<file path="src/rtl/mcu_pkg.sv">
// Shared types and constants for the multi-cycle control unit.
package mcu_pkg;

   typedef enum logic [2:0] {
      FETCH     = 3'd0,
      DECODE    = 3'd1,
      EXECUTE   = 3'd2,
      MEM       = 3'd3,
      WRITEBACK = 3'd4
   } state_t;

   localparam logic [1:0] PC_SEQ = 2'd0;
   localparam logic [1:0] PC_BR  = 2'd1;
   localparam logic [1:0] PC_JMP = 2'd2;

   localparam int unsigned DEF_OPCODE_W = 6;
   localparam logic [5:0]  DEF_OP_LOAD   = 6'b001100;
   localparam logic [5:0]  DEF_OP_STORE  = 6'b001101;
   localparam logic [5:0]  DEF_OP_BRANCH = 6'b001110;
   localparam logic [5:0]  DEF_OP_JUMP   = 6'b010000;

endpackage

</file>
<file path="src/rtl/multicycle_control_unit_mem_timer.sv">
// Data-memory wait counter; expire_c flags the LIMIT-th consecutive non-ready cycle.
module mcu_mem_timer #(
   parameter int unsigned LIMIT = 16
) (
   input  logic clk,
   input  logic reset_n,
   input  logic clear,
   input  logic enable,
   output logic expire_c
);

   localparam int unsigned CW = $clog2(LIMIT + 1);

   logic [CW-1:0] count_q;

   assign expire_c = enable && (count_q == CW'(LIMIT - 1));

   always_ff @(posedge clk or negedge reset_n) begin
      if (!reset_n) begin
         count_q <= '0;
      end else if (clear) begin
         count_q <= '0;
      end else if (enable) begin
         count_q <= count_q + CW'(1);
      end
   end

endmodule

</file>
<file path="src/rtl/multicycle_control_unit.sv">
// Multi-cycle FETCH/DECODE/EXECUTE/MEM/WRITEBACK controller with stall, memory timeout
// and retired-instruction counter. Define MCU_ILLEGAL_OPCODE_EN to add illegal_opcode trapping.
module multicycle_control_unit
   import mcu_pkg::*;
#(
   parameter int unsigned          OPCODE_W    = DEF_OPCODE_W,
   parameter logic [OPCODE_W-1:0]  OP_LOAD     = OPCODE_W'(DEF_OP_LOAD),
   parameter logic [OPCODE_W-1:0]  OP_STORE    = OPCODE_W'(DEF_OP_STORE),
   parameter logic [OPCODE_W-1:0]  OP_BRANCH   = OPCODE_W'(DEF_OP_BRANCH),
   parameter logic [OPCODE_W-1:0]  OP_JUMP     = OPCODE_W'(DEF_OP_JUMP),
   parameter int unsigned          MEM_TIMEOUT = 16,
   parameter int unsigned          CNT_W       = 32
) (
   input  logic                clk,
   input  logic                reset_n,
   input  logic [OPCODE_W-1:0] opcode,
   input  logic                imem_ready,
   input  logic                dmem_ready,
   input  logic                branch_taken,
   input  logic                stall,
   output logic                imem_req,
   output logic                ir_write,
   output logic                pc_write,
   output logic [1:0]          pc_src,
   output logic                reg_mem_write_enable,
   output logic                reg_mem_regmux_control,
   output logic                reg_mem_writemux_control,
   output logic                alu_mux_control,
   output logic                data_mem_write,
   output logic                data_mem_read_enable,
   output logic                branch_enable,
   output logic                jump_enable,
   output logic                mem_error,
   output logic [CNT_W-1:0]    retired_count,
   output logic [2:0]          state_o
`ifdef MCU_ILLEGAL_OPCODE_EN
   ,
   output logic                illegal_opcode
`endif
);

   state_t              state_q;
   state_t              state_d;
   logic [OPCODE_W-1:0] opcode_q;
   logic                retire;
   logic                mem_wait;
   logic                mem_expire_c;
   logic                is_load;
   logic                is_store;
   logic                is_branch;
   logic                is_jump;

   assign is_load   = (opcode_q == OP_LOAD);
   assign is_store  = (opcode_q == OP_STORE);
   assign is_branch = (opcode_q == OP_BRANCH);
   assign is_jump   = (opcode_q == OP_JUMP);
   assign state_o   = state_q;

`ifdef MCU_ILLEGAL_OPCODE_EN
   logic is_legal;
   assign is_legal = (opcode_q == '0) || is_load || is_store || is_branch || is_jump;
`endif

   // Timer only advances on live, non-ready MEM cycles and restarts on every MEM entry.
   assign mem_wait = (state_q == MEM) && !stall && !dmem_ready;

   mcu_mem_timer #(
      .LIMIT (MEM_TIMEOUT)
   ) u_mem_timer (
      .clk      (clk),
      .reset_n  (reset_n),
      .clear    (state_q != MEM),
      .enable   (mem_wait),
      .expire_c (mem_expire_c)
   );

   always_ff @(posedge clk or negedge reset_n) begin
      if (!reset_n) begin
         state_q       <= FETCH;
         opcode_q      <= '0;
         retired_count <= '0;
      end else begin
         state_q <= state_d;
         if (state_q == DECODE && !stall) begin
            opcode_q <= opcode;
         end
         if (retire) begin
            retired_count <= retired_count + CNT_W'(1);
         end
      end
   end

   // Next state and control decode; everything is held low while reset is asserted.
   always_comb begin
      state_d                  = state_q;
      imem_req                 = 1'b0;
      ir_write                 = 1'b0;
      pc_write                 = 1'b0;
      pc_src                   = PC_SEQ;
      reg_mem_write_enable     = 1'b0;
      reg_mem_regmux_control   = 1'b0;
      reg_mem_writemux_control = 1'b0;
      alu_mux_control          = 1'b0;
      data_mem_write           = 1'b0;
      data_mem_read_enable     = 1'b0;
      branch_enable            = 1'b0;
      jump_enable              = 1'b0;
      mem_error                = 1'b0;
      retire                   = 1'b0;
`ifdef MCU_ILLEGAL_OPCODE_EN
      illegal_opcode           = 1'b0;
`endif
      if (reset_n) begin
         unique case (state_q)
            FETCH: begin
               imem_req = 1'b1;
               if (imem_ready) begin
                  ir_write = 1'b1;
                  state_d  = DECODE;
               end
            end
            DECODE: state_d = EXECUTE;
            EXECUTE: begin
               alu_mux_control = is_load || is_store;
               if (is_branch) begin
                  branch_enable = 1'b1;
                  pc_write      = 1'b1;
                  pc_src        = branch_taken ? PC_BR : PC_SEQ;
                  retire        = 1'b1;
                  state_d       = FETCH;
               end else if (is_jump) begin
                  jump_enable = 1'b1;
                  pc_write    = 1'b1;
                  pc_src      = PC_JMP;
                  retire      = 1'b1;
                  state_d     = FETCH;
               end else if (is_load || is_store) begin
                  state_d = MEM;
`ifdef MCU_ILLEGAL_OPCODE_EN
               end else if (!is_legal) begin
                  illegal_opcode = 1'b1;
                  pc_write       = 1'b1;
                  state_d        = FETCH;
`endif
               end else begin
                  state_d = WRITEBACK;
               end
            end
            MEM: begin
               alu_mux_control      = 1'b1;
               data_mem_read_enable = is_load;
               data_mem_write       = is_store;
               if (dmem_ready) begin
                  if (is_load) begin
                     state_d = WRITEBACK;
                  end else begin
                     pc_write = 1'b1;
                     retire   = 1'b1;
                     state_d  = FETCH;
                  end
               end else if (mem_expire_c) begin
                  mem_error = 1'b1;
                  pc_write  = 1'b1;
                  state_d   = FETCH;
               end
            end
            WRITEBACK: begin
               reg_mem_write_enable     = 1'b1;
               reg_mem_regmux_control   = !is_load;
               reg_mem_writemux_control = is_load;
               pc_write                 = 1'b1;
               retire                   = 1'b1;
               state_d                  = FETCH;
            end
            default: state_d = FETCH;
         endcase

         // Stall freezes progress and suppresses every side-effecting strobe.
         if (stall) begin
            state_d              = state_q;
            ir_write             = 1'b0;
            pc_write             = 1'b0;
            reg_mem_write_enable = 1'b0;
            data_mem_write       = 1'b0;
            mem_error            = 1'b0;
            retire               = 1'b0;
`ifdef MCU_ILLEGAL_OPCODE_EN
            illegal_opcode       = 1'b0;
`endif
         end
      end
   end

endmodule

</file>
<file path="config.mk">
export PLATFORM = sky130hd
export DESIGN_NAME = multicycle_control_unit
export DESIGN_NICKNAME = d
export VERILOG_FILES = /design/src/rtl/mcu_pkg.sv /design/src/rtl/multicycle_control_unit_mem_timer.sv /design/src/rtl/multicycle_control_unit.sv
export SDC_FILE = /design/constraint.sdc
export NUM_CORES = 1
export LEC_CHECK = 0
export CAP_MARGIN = 20
export CORE_ASPECT_RATIO = 0.8
export CORE_MARGIN = 2
export CORE_UTILIZATION = 53
export CTS_BUF_LIST = sky130_fd_sc_hd__clkbuf_8 sky130_fd_sc_hd__clkbuf_16
export DETAILED_ROUTE_END_ITERATION = 7
export GPL_ROUTABILITY_DRIVEN = 0
export GPL_TIMING_DRIVEN = 0
export PLACE_DENSITY = 0.95
export SETUP_SLACK_MARGIN = 0.1
export SLEW_MARGIN = 20
export SYNTH_ARGS = -nofsm -noshare
export SYNTH_HDL_FRONTEND = slang
export SYNTH_HIERARCHICAL = 1
export SYNTH_SLANG_ARGS = --single-unit
</file>
<file path="constraint.sdc">
create_clock -name clk -period 4.8 [get_ports clk]
set_input_delay 0.96 -clock clk [delete_from_list [all_inputs] [get_ports clk]]
set_output_delay 0.96 -clock clk [all_outputs]
set_load 0.005 [all_outputs]
</file>
**After elaboration in Yosys (flattened, before gate mapping)**

Cells that the tools add are included.

- Reductions and logical operators: 11
- Mux-type cells: 57
- Add/subtract/negate cells: 2
- Div/mod/pow operators: 0
- Eq/ne operators: 12
- Multipliers: 0
- Shifts and indexed selects: 0
- Bitwise logic cells: 1
- Magnitude comparators: 0

Operators by type and width:

| operator | count |
|---|---|
| 2-to-1 mux 1 bit | 40 |
| adder 32 x 1 -> 32 bit, second input constant | 1 |
| 2-to-1 mux 3 bit | 7 |
| equality test 6 x 4 -> 1 bit, second input constant | 3 |
| one-hot mux 3 bit (4 select lines) | 1 |
| 2-to-1 mux 5 bit | 2 |
| 2-to-1 mux 2 bit | 4 |
| equality test 3 x 2 -> 1 bit, second input constant | 2 |
| equality test 6 x 5 -> 1 bit, second input constant | 1 |
| one-hot mux 1 bit (3 select lines) | 2 |
| adder 5 x 1 -> 5 bit, second input constant | 1 |
| equality test 5 x 4 -> 1 bit, second input constant | 1 |
| logical AND 1 bit | 4 |
| AND reduction 4 bit | 1 |
| equality test 3 x 1 -> 1 bit, second input constant | 1 |
| equality test 3 bit, second input constant | 1 |
| zero test 1 bit | 3 |
| zero test 3 bit | 1 |
| != test 3 x 2 -> 1 bit, second input constant | 1 |
| != test 3 bit, second input constant | 1 |
| != test 2 bit, second input constant | 1 |
| one-hot mux 1 bit (2 select lines) | 1 |
| nonzero test 2 bit | 1 |
| logical OR 1 bit | 1 |
| inverter 1 bit | 1 |

- Bits in latches: 0
- Output and inout bits: 49
- Memory bits (writable): 0
- Register bits: 46
- Memories: 0
- Word-level logic and storage cells: 87
- Input port bits: 12
- Bits in read-only memories: 0

**Longest topological paths before layout**

- Depth in word-level cells: 9
- Depth in mapped cells: 8
- Depth with buffers taken out: 7

**By module**

Netlist, hierarchy kept.

By module, submodules not included:

| module | times used | area each (um2) | sequential area each (um2) | cells an instance |
|---|---|---|---|---|
| multicycle_control_unit | 1 | 2110.8 | 1026.0 | 203 |
| mcu_mem_timer | 1 | 285.3 | 125.1 | 24 |

**Least setup slack after synthesis**

No wires, ideal clock.

- Path type: input to output
- From: input stall
- To: output pc_write
- Cell stages on the path: 6
- Path slack: 1.688 ns
- Required time: 3.840 ns
- Arrival time: 2.152 ns
- Path through: clkbuf_1 nor3_1 buf_6 and2_1 nor4b_1 or2_2

- Cells in the longest elaborated chain, start to end: 9

Ends and longest elaborated chain:

| what | line | RTL |
|---|---|---|
| start: declaration | multicycle_control_unit.sv:20 | `input logic stall,` |
| zero test 1 bit | multicycle_control_unit.sv:65 | `assign mem_wait = (state_q == MEM) && !stall && !dmem_ready;` |
| logical AND 1 bit (2 in a row) | multicycle_control_unit.sv:65 |  |
| via mem_wait | multicycle_control_unit.sv:46 | `logic mem_wait;` |
| logical AND 1 bit | multicycle_control_unit_mem_timer.sv:16 | `assign expire_c = enable && (count_q == CW'(LIMIT - 1));` |
| via mem_expire_c | multicycle_control_unit.sv:47 | `logic mem_expire_c;` |
| 2-to-1 mux 1 bit | multicycle_control_unit.sv:161 | `end else if (mem_expire_c) begin` |
| 2-to-1 mux 1 bit | multicycle_control_unit.sv:153 | `if (dmem_ready) begin` |
| one-hot mux 1 bit (3 select lines) | multicycle_control_unit.sv:114 | `unique case (state_q)` |
| 2-to-1 mux 1 bit | multicycle_control_unit.sv:179 | `if (stall) begin` |
| 2-to-1 mux 1 bit | multicycle_control_unit.sv:113 | `if (reset_n) begin` |
| end: declaration | multicycle_control_unit.sv:23 | `output logic pc_write,` |

The timed path passes the listed nets, and every way through them passes these cells.

**Worst setup path in the final report**

- From: input reset_n
- To: output pc_src[0]

- Cells in the longest elaborated chain, start to end: 1

Ends and longest elaborated chain:

| what | line | RTL |
|---|---|---|
| start: declaration | multicycle_control_unit.sv:15 | `input logic reset_n,` |
| 2-to-1 mux 2 bit | multicycle_control_unit.sv:113 |  |
| end: declaration | multicycle_control_unit.sv:24 | `output logic [1:0] pc_src,` |

No other way between the ends.

==> results.cfg <==
[run_status]
run_status = finished clean

[routing]
wire_per_inst_um = 15.9
ant_nets = 0
drtIter0Drc = 267
wirelength_um = 5610
vias_per_cell = 5.77
num_vias = 2031
drt-pass1-iter-count = 4
route.detailed.drc = 0

[global_routing]
grt_max_degree = 31
antenna_found_initial = 0
grt_pass1_vias = 1956
grtUsageTotal_pct = 24.2
gr-total-overflow = 0
grt_pass1_wl_um = 9400

[cells_and_area]
register_area_mm2 = 0.00115
fin_area_mm2 = 0.00322
areaGrowthSynthToFinish_pct = 34.2
n_antenna_cell = 0
fillers = 308
multi_input_area_mm2 = 0.00118
final_layout_size_suffix_gt1_share_pct = 9.83
fin_nets = 309

[clock_network]
clkLatencyLatePin_ns = 0.31
cts_resized = 0
clockBufferDepth = 2
cts_setup_buffers = 0
cts_tree = yes
cts_made_buffers = 5
hold_buffers = 0
path_clk_slew_ns = 0.09
cts_sinks = 46
root_buffer = clkbuf_8
cts.htree.levels = 2

[synthesis]
yosysWarnings = 6
ys_ff_latch = 46
syn_avg_cell_area_um2 = 10.6
ys_types = 47
async_flop_share_pct = 100
synth-edff-count = 0
syn_inst = 227
synth_nets = 242
synth_ff_type = dfrtp_1
seq_area_frac_synth_pct = 48.0
syn-cell-area_mm2 = 0.00240

[timing]
hold_violations = 0
rsz0062_at_grt = false
fin_crit_ns = 3.95
fin_crit_sh_pct = 82.3
worstMarginPinSlew_ns = 0.878
skew_ns = 0.0120
hold_ws_ns = 0.481
setup_viol_count_final = 0
slew_headroom_pct = 40.7
fmax_mhz = 253
slew_violations = 0

[critical_path]
critPathLaunchType = input pin
path_cells = buf_2 > inv_1 > or4_1 > nor2_1 > and2_1 > clkdlybuf4s50_1
cp_slowest_stage_delay_ns = 0.56
arrival_ns = 2.99
endpoint_kind = primary output
timing.critical_path.buf_inv = 3
cp_max_fo = 25
cpLargestDelayFamily = buffers and inverters
crit_required_ns = 3.84
worstSetupPathType = in -> out
slowest_stage = or4_1

[die]
die_w_um = 79.2
io_pins = 61
initial_utilization_pct = 56.3
dieArea_mm2 = 0.00508
fp.coreArea_mm2 = 0.00426
row_count = 21
chipHeight_um = 64.1

[worst_hold_path]
min_path_type = reg -> reg

[power_and_ir_drop]
leakagePower_nw = 1.32
peakVddDrop_v = 0.000229
p_per_area_mw_per_mm2 = 352

[place]
placed_cell_area_mm2 = 0.00307
port_buffers = 59
dp_hpwl_um = 4130

[job]
cap_violations = 0
## power by group
| group | switching, mW | leakage, nW | internal, mW |
|---|---|---|---|
| Combinational | 0.132 | 0.625 | 0.149 |
| Sequential | 0.0601 | 0.624 | 0.435 |
| Clock | 0.133 | 0.0714 | 0.222 |
## sequential cells by signal (all words and copies together) (netlist names)
register / count
state_o: 3
retired_count: 32
u_mem_timer/count_q: 5
opcode_q: 6
## layer usage
metal	vias up	global-route usage, %	wire length [um]
met1	997	32.3	2490
li1	954	-	-
met2	71	39.5	2710
met5	-	0	0
met4	0	9.48	97
met3	9	4.38	317
## metrics by stage
| stage | cells | setup WS, ns | setup TNS (ns) | total power [mW] | utilization (%) |
|---|---|---|---|---|---|
| after floorplan | 227 | 1.69 | 0 | 0.657 | - |
| after global placement | 343 | -1.00 | -8.46 | 0.768 | 71.8 |
| after detailed placement | 344 | 0.845 | 0 | 0.783 | 72.2 |
| after CTS | 352 | 0.833 | 0 | 1.13 | 75.5 |
| after global routing | 352 | 0.668 | 0 | 1.19 | 75.5 |
| final | 352 | 0.852 | 0 | 1.13 | 75.5 |
## worst paths after layout
kind | start | end | slack, ns | cells after the start
max in group asynchronous | reset_n | retired_count[24]$_DFFE_PN0P_ | 3.63 | 2
setup / recovery | reset_n | pc_src[0] | 0.85 | 6
setup reg to reg | opcode_q[1]$_DFFE_PN0P_ | retired_count[29]$_DFFE_PN0P_ | 2.15 | 6
min in group asynchronous | reset_n | u_mem_timer/count_q[2]$_DFFE_PN0P_ | 0.63 | 1
hold / removal | retired_count[31]$_DFFE_PN0P_ | retired_count[31]$_DFFE_PN0P_ | 0.48 | 1
hold reg to reg | retired_count[31]$_DFFE_PN0P_ | retired_count[31]$_DFFE_PN0P_ | 0.48 | 1
## synthesized netlist by cell type, drive strengths merged (2+ instances only)
library cell  number  area [um^2]
clkbuf             3         11.3
or2                2         12.5
dfrtp             46         1150
xor2               2         17.5
and2               7         43.8
o21ai              2         10.0
inv                2         7.51
and3              13         81.3
buf                5         41.3
nand2             13         48.8
mux2               8         93.8
nor3               8         40.0
nor2b              2         12.5
nand4             15          109
and4               2         17.5
nor4b              2         17.5
a31oi              2         18.8
xnor2             30          263
nand3             16         80.1
a21oi              3         15.0
nand2b             4         25.0
nor2              17         63.8
ha                 3         37.5
nor4               2         12.5
## layout make-up
class,instances,area share [%]
buffer,8,1.63
timing repair buffer,60,18.8
sequential,46,35.8
inverter,2,0.233
clock buffer,6,2.57
clock inverter,2,1.87
tap,57,2.22
multi-input combinational,171,36.8
## cells in the final DEF (no fill, tap or decap), types with 2 or more instances in the layout
cell type / netlist / routed
clkdlybuf4s50_1: 0 / 58
dfrtp_1: 46 / 46
xnor2_1: 30 / 30
nor2_1: 17 / 17
nand3_1: 16 / 16
nand4_1: 14 / 14
nand2_1: 13 / 13
and3_1: 13 / 13
nor3_1: 8 / 8
and2_1: 7 / 7
mux2_2: 7 / 7
clkbuf_8: 0 / 6
nand2b_1: 4 / 4
clkbuf_1: 3 / 3
a21oi_1: 3 / 3
ha_1: 3 / 3
inv_1: 2 / 2
or2_2: 2 / 2
nor2b_1: 2 / 2
nor4b_1: 2 / 2
buf_4: 2 / 2
and4_1: 2 / 2
buf_6: 2 / 2
nor4_1: 2 / 2
xor2_1: 2 / 2
o21ai_0: 2 / 2
bufinv_16: 0 / 2
## kinds of logic after synthesis
family | share of synthesized area, %
buffers and inverters | 2.51
DFF | 48.0
muxes | 4.33
AOI/OAI and AO/OA | 5.38
adders and majority gates | 1.57
xor gates and xnor gates | 11.7
and+or+nand+nor | 26.5
Note: power is estimated with default switching activity, not from simulation.
==> edit, RTL diff (same flow settings) <==
`CNT_W`: 32 -> 24.
--- a/src/rtl/multicycle_control_unit.sv
+++ b/src/rtl/multicycle_control_unit.sv
@@ -10,5 +10,5 @@
    parameter logic [OPCODE_W-1:0]  OP_JUMP     = OPCODE_W'(DEF_OP_JUMP),
    parameter int unsigned          MEM_TIMEOUT = 16,
-   parameter int unsigned          CNT_W       = 32
+   parameter int unsigned          CNT_W       = 24
 ) (
    input  logic                clk,
Interface: changed (resized retired_count); port bits go from 61 to 53. No check against the original RTL was run, so the function may have changed too.
==> edit against the unedited design <==
Wire length shrank 16%; total power down 15%; hold slack better by 0.011 ns; sequential cell count down 8; count of clock-buffer cells in the layout is the same; final area shrank 15%; synthesized cell count is 15% lower; via count decreased by 15%; worst setup slack got worse by 0.29 ns; sequential share of layout area shrank 0.90 points; area after synthesis shrank 15%; maximum frequency is 6.8% lower; critical path depth grew 1; core utilization shrank 2.9 points; critical endpoint is now pc_write; largest cell class unchanged.
==> edit: results <==
[status]
outcome = finished, final reports clean

[yosys]
synth.area.top_cells = dfrtp_1, xnor2_1, xor2_1
synth_cells = 193
synth_common_cells = dfrtp_1, nor2_1, xnor2_1
ys_seq_area_share_pct = 46.5

[route]
drt_wl_total_um = 4720
wl_met2_um = 2190
wl_per_cell_um = 15.9
dr.first_iter.drc_count = 119
met3_length_um = 321

[min_path]
min_to = retired_count[6]$_DFFE_PN0P_

[sta]
hold_slack_ns = 0.491
skew_ns = 0.00811
worstMarginPinSlew_ns = 0.678

[placed_design]
io_buffers = 52
dp_hpwl_um = 3440
dp_slack_ns = 0.547
placedCellCount = 290

[cells_and_area]
reg.largest.list = retired_count x24, opcode_q x6, u_mem_timer/count_q x5

[grt]
grt_max_degree = 30
met3_usage_pct = 7.31
grt_pass1_vias = 1682
use_met2_pct = 37.6
grtUsageMet1_pct = 32.5
grt_usage_pct = 24.2

[worst_setup_path]
critPathSlowestCell = clkdlybuf4s50_1
reg2reg_depth = 9
rr_endpoint = state_o[0]$_DFFE_PN0P_
cpPeakStageDelay_ns = 0.50
r2r-start = state_o[1]$_DFFE_PN0P_
arrival_ns = 3.27
path_max_fanout = 29
ff2ff_setup_slack_ns = 1.97

[pwr]
p_int_mw = 0.631
leakagePower_nw = 1.17
peakVddDrop_v = 0.000264

[clocking]
clkSlewWorstSetupHoldPaths_ns = 0.07
[edit: cell types whose count changed after synthesis, sizes merged, moves of 2 or more]
cell / delta
or3: +2
xor2: +6
nand4: -6
a211oi: +2
nor4b: -2
and3: -10
nand2b: -2
xnor2: -14
dfrtp: -8
or2: -2
nand3: -3
a31oi: -2
and2: -4
buf: -2
[edit: how the worst max path moves through the flow]
stage / from / slack, ns / end / cells past startpoint
floorplan: state_o[1]$_DFFE_PN0P_ / 1.85 / pc_write / 9
global placement: reset_n / -0.66 / pc_write / 6
detailed placement: reset_n / 0.55 / pc_write / 7
CTS: reset_n / 0.54 / pc_write / 7
global route: reset_n / 0.33 / pc_write / 7
finish: reset_n / 0.57 / pc_write / 7
[edit: layout make-up]
| type | instances | area (µm²) |
|---|---|---|
| timing repair buffer | 53 | 536 |
| clock inverter | 2 | 8.76 |
| inverter | 3 | 11.3 |
| clock buffer | 6 | 82.6 |
| fill | 278 | 1030 |
| sequential | 38 | 951 |
| tap | 44 | 55.1 |
| buffer | 7 | 37.5 |
| multi-input combinational | 145 | 1040 |
[edit: cell families after synthesis]
| group | synth area share [%] |
|---|---|
| buffers and inverters | 2.39 |
| multiplexers | 5.08 |
| AND/OR/NAND/NOR | 25.3 |
| XOR/XNOR | 10.3 |
| adder cells (fa/ha/maj) | 1.84 |
| flip-flops | 46.5 |
| AO/OA/AOI/OAI | 8.57 |
[edit: power by group through the flow]
stage	clock (mW)	combinational (mW)	sequential, mW
finish	0.222	0.317	0.420
global route	0.244	0.349	0.426
CTS	0.227	0.318	0.417
detailed placement	0	0.317	0.423
global placement	0	0.303	0.418
floorplan	0	0.199	0.410
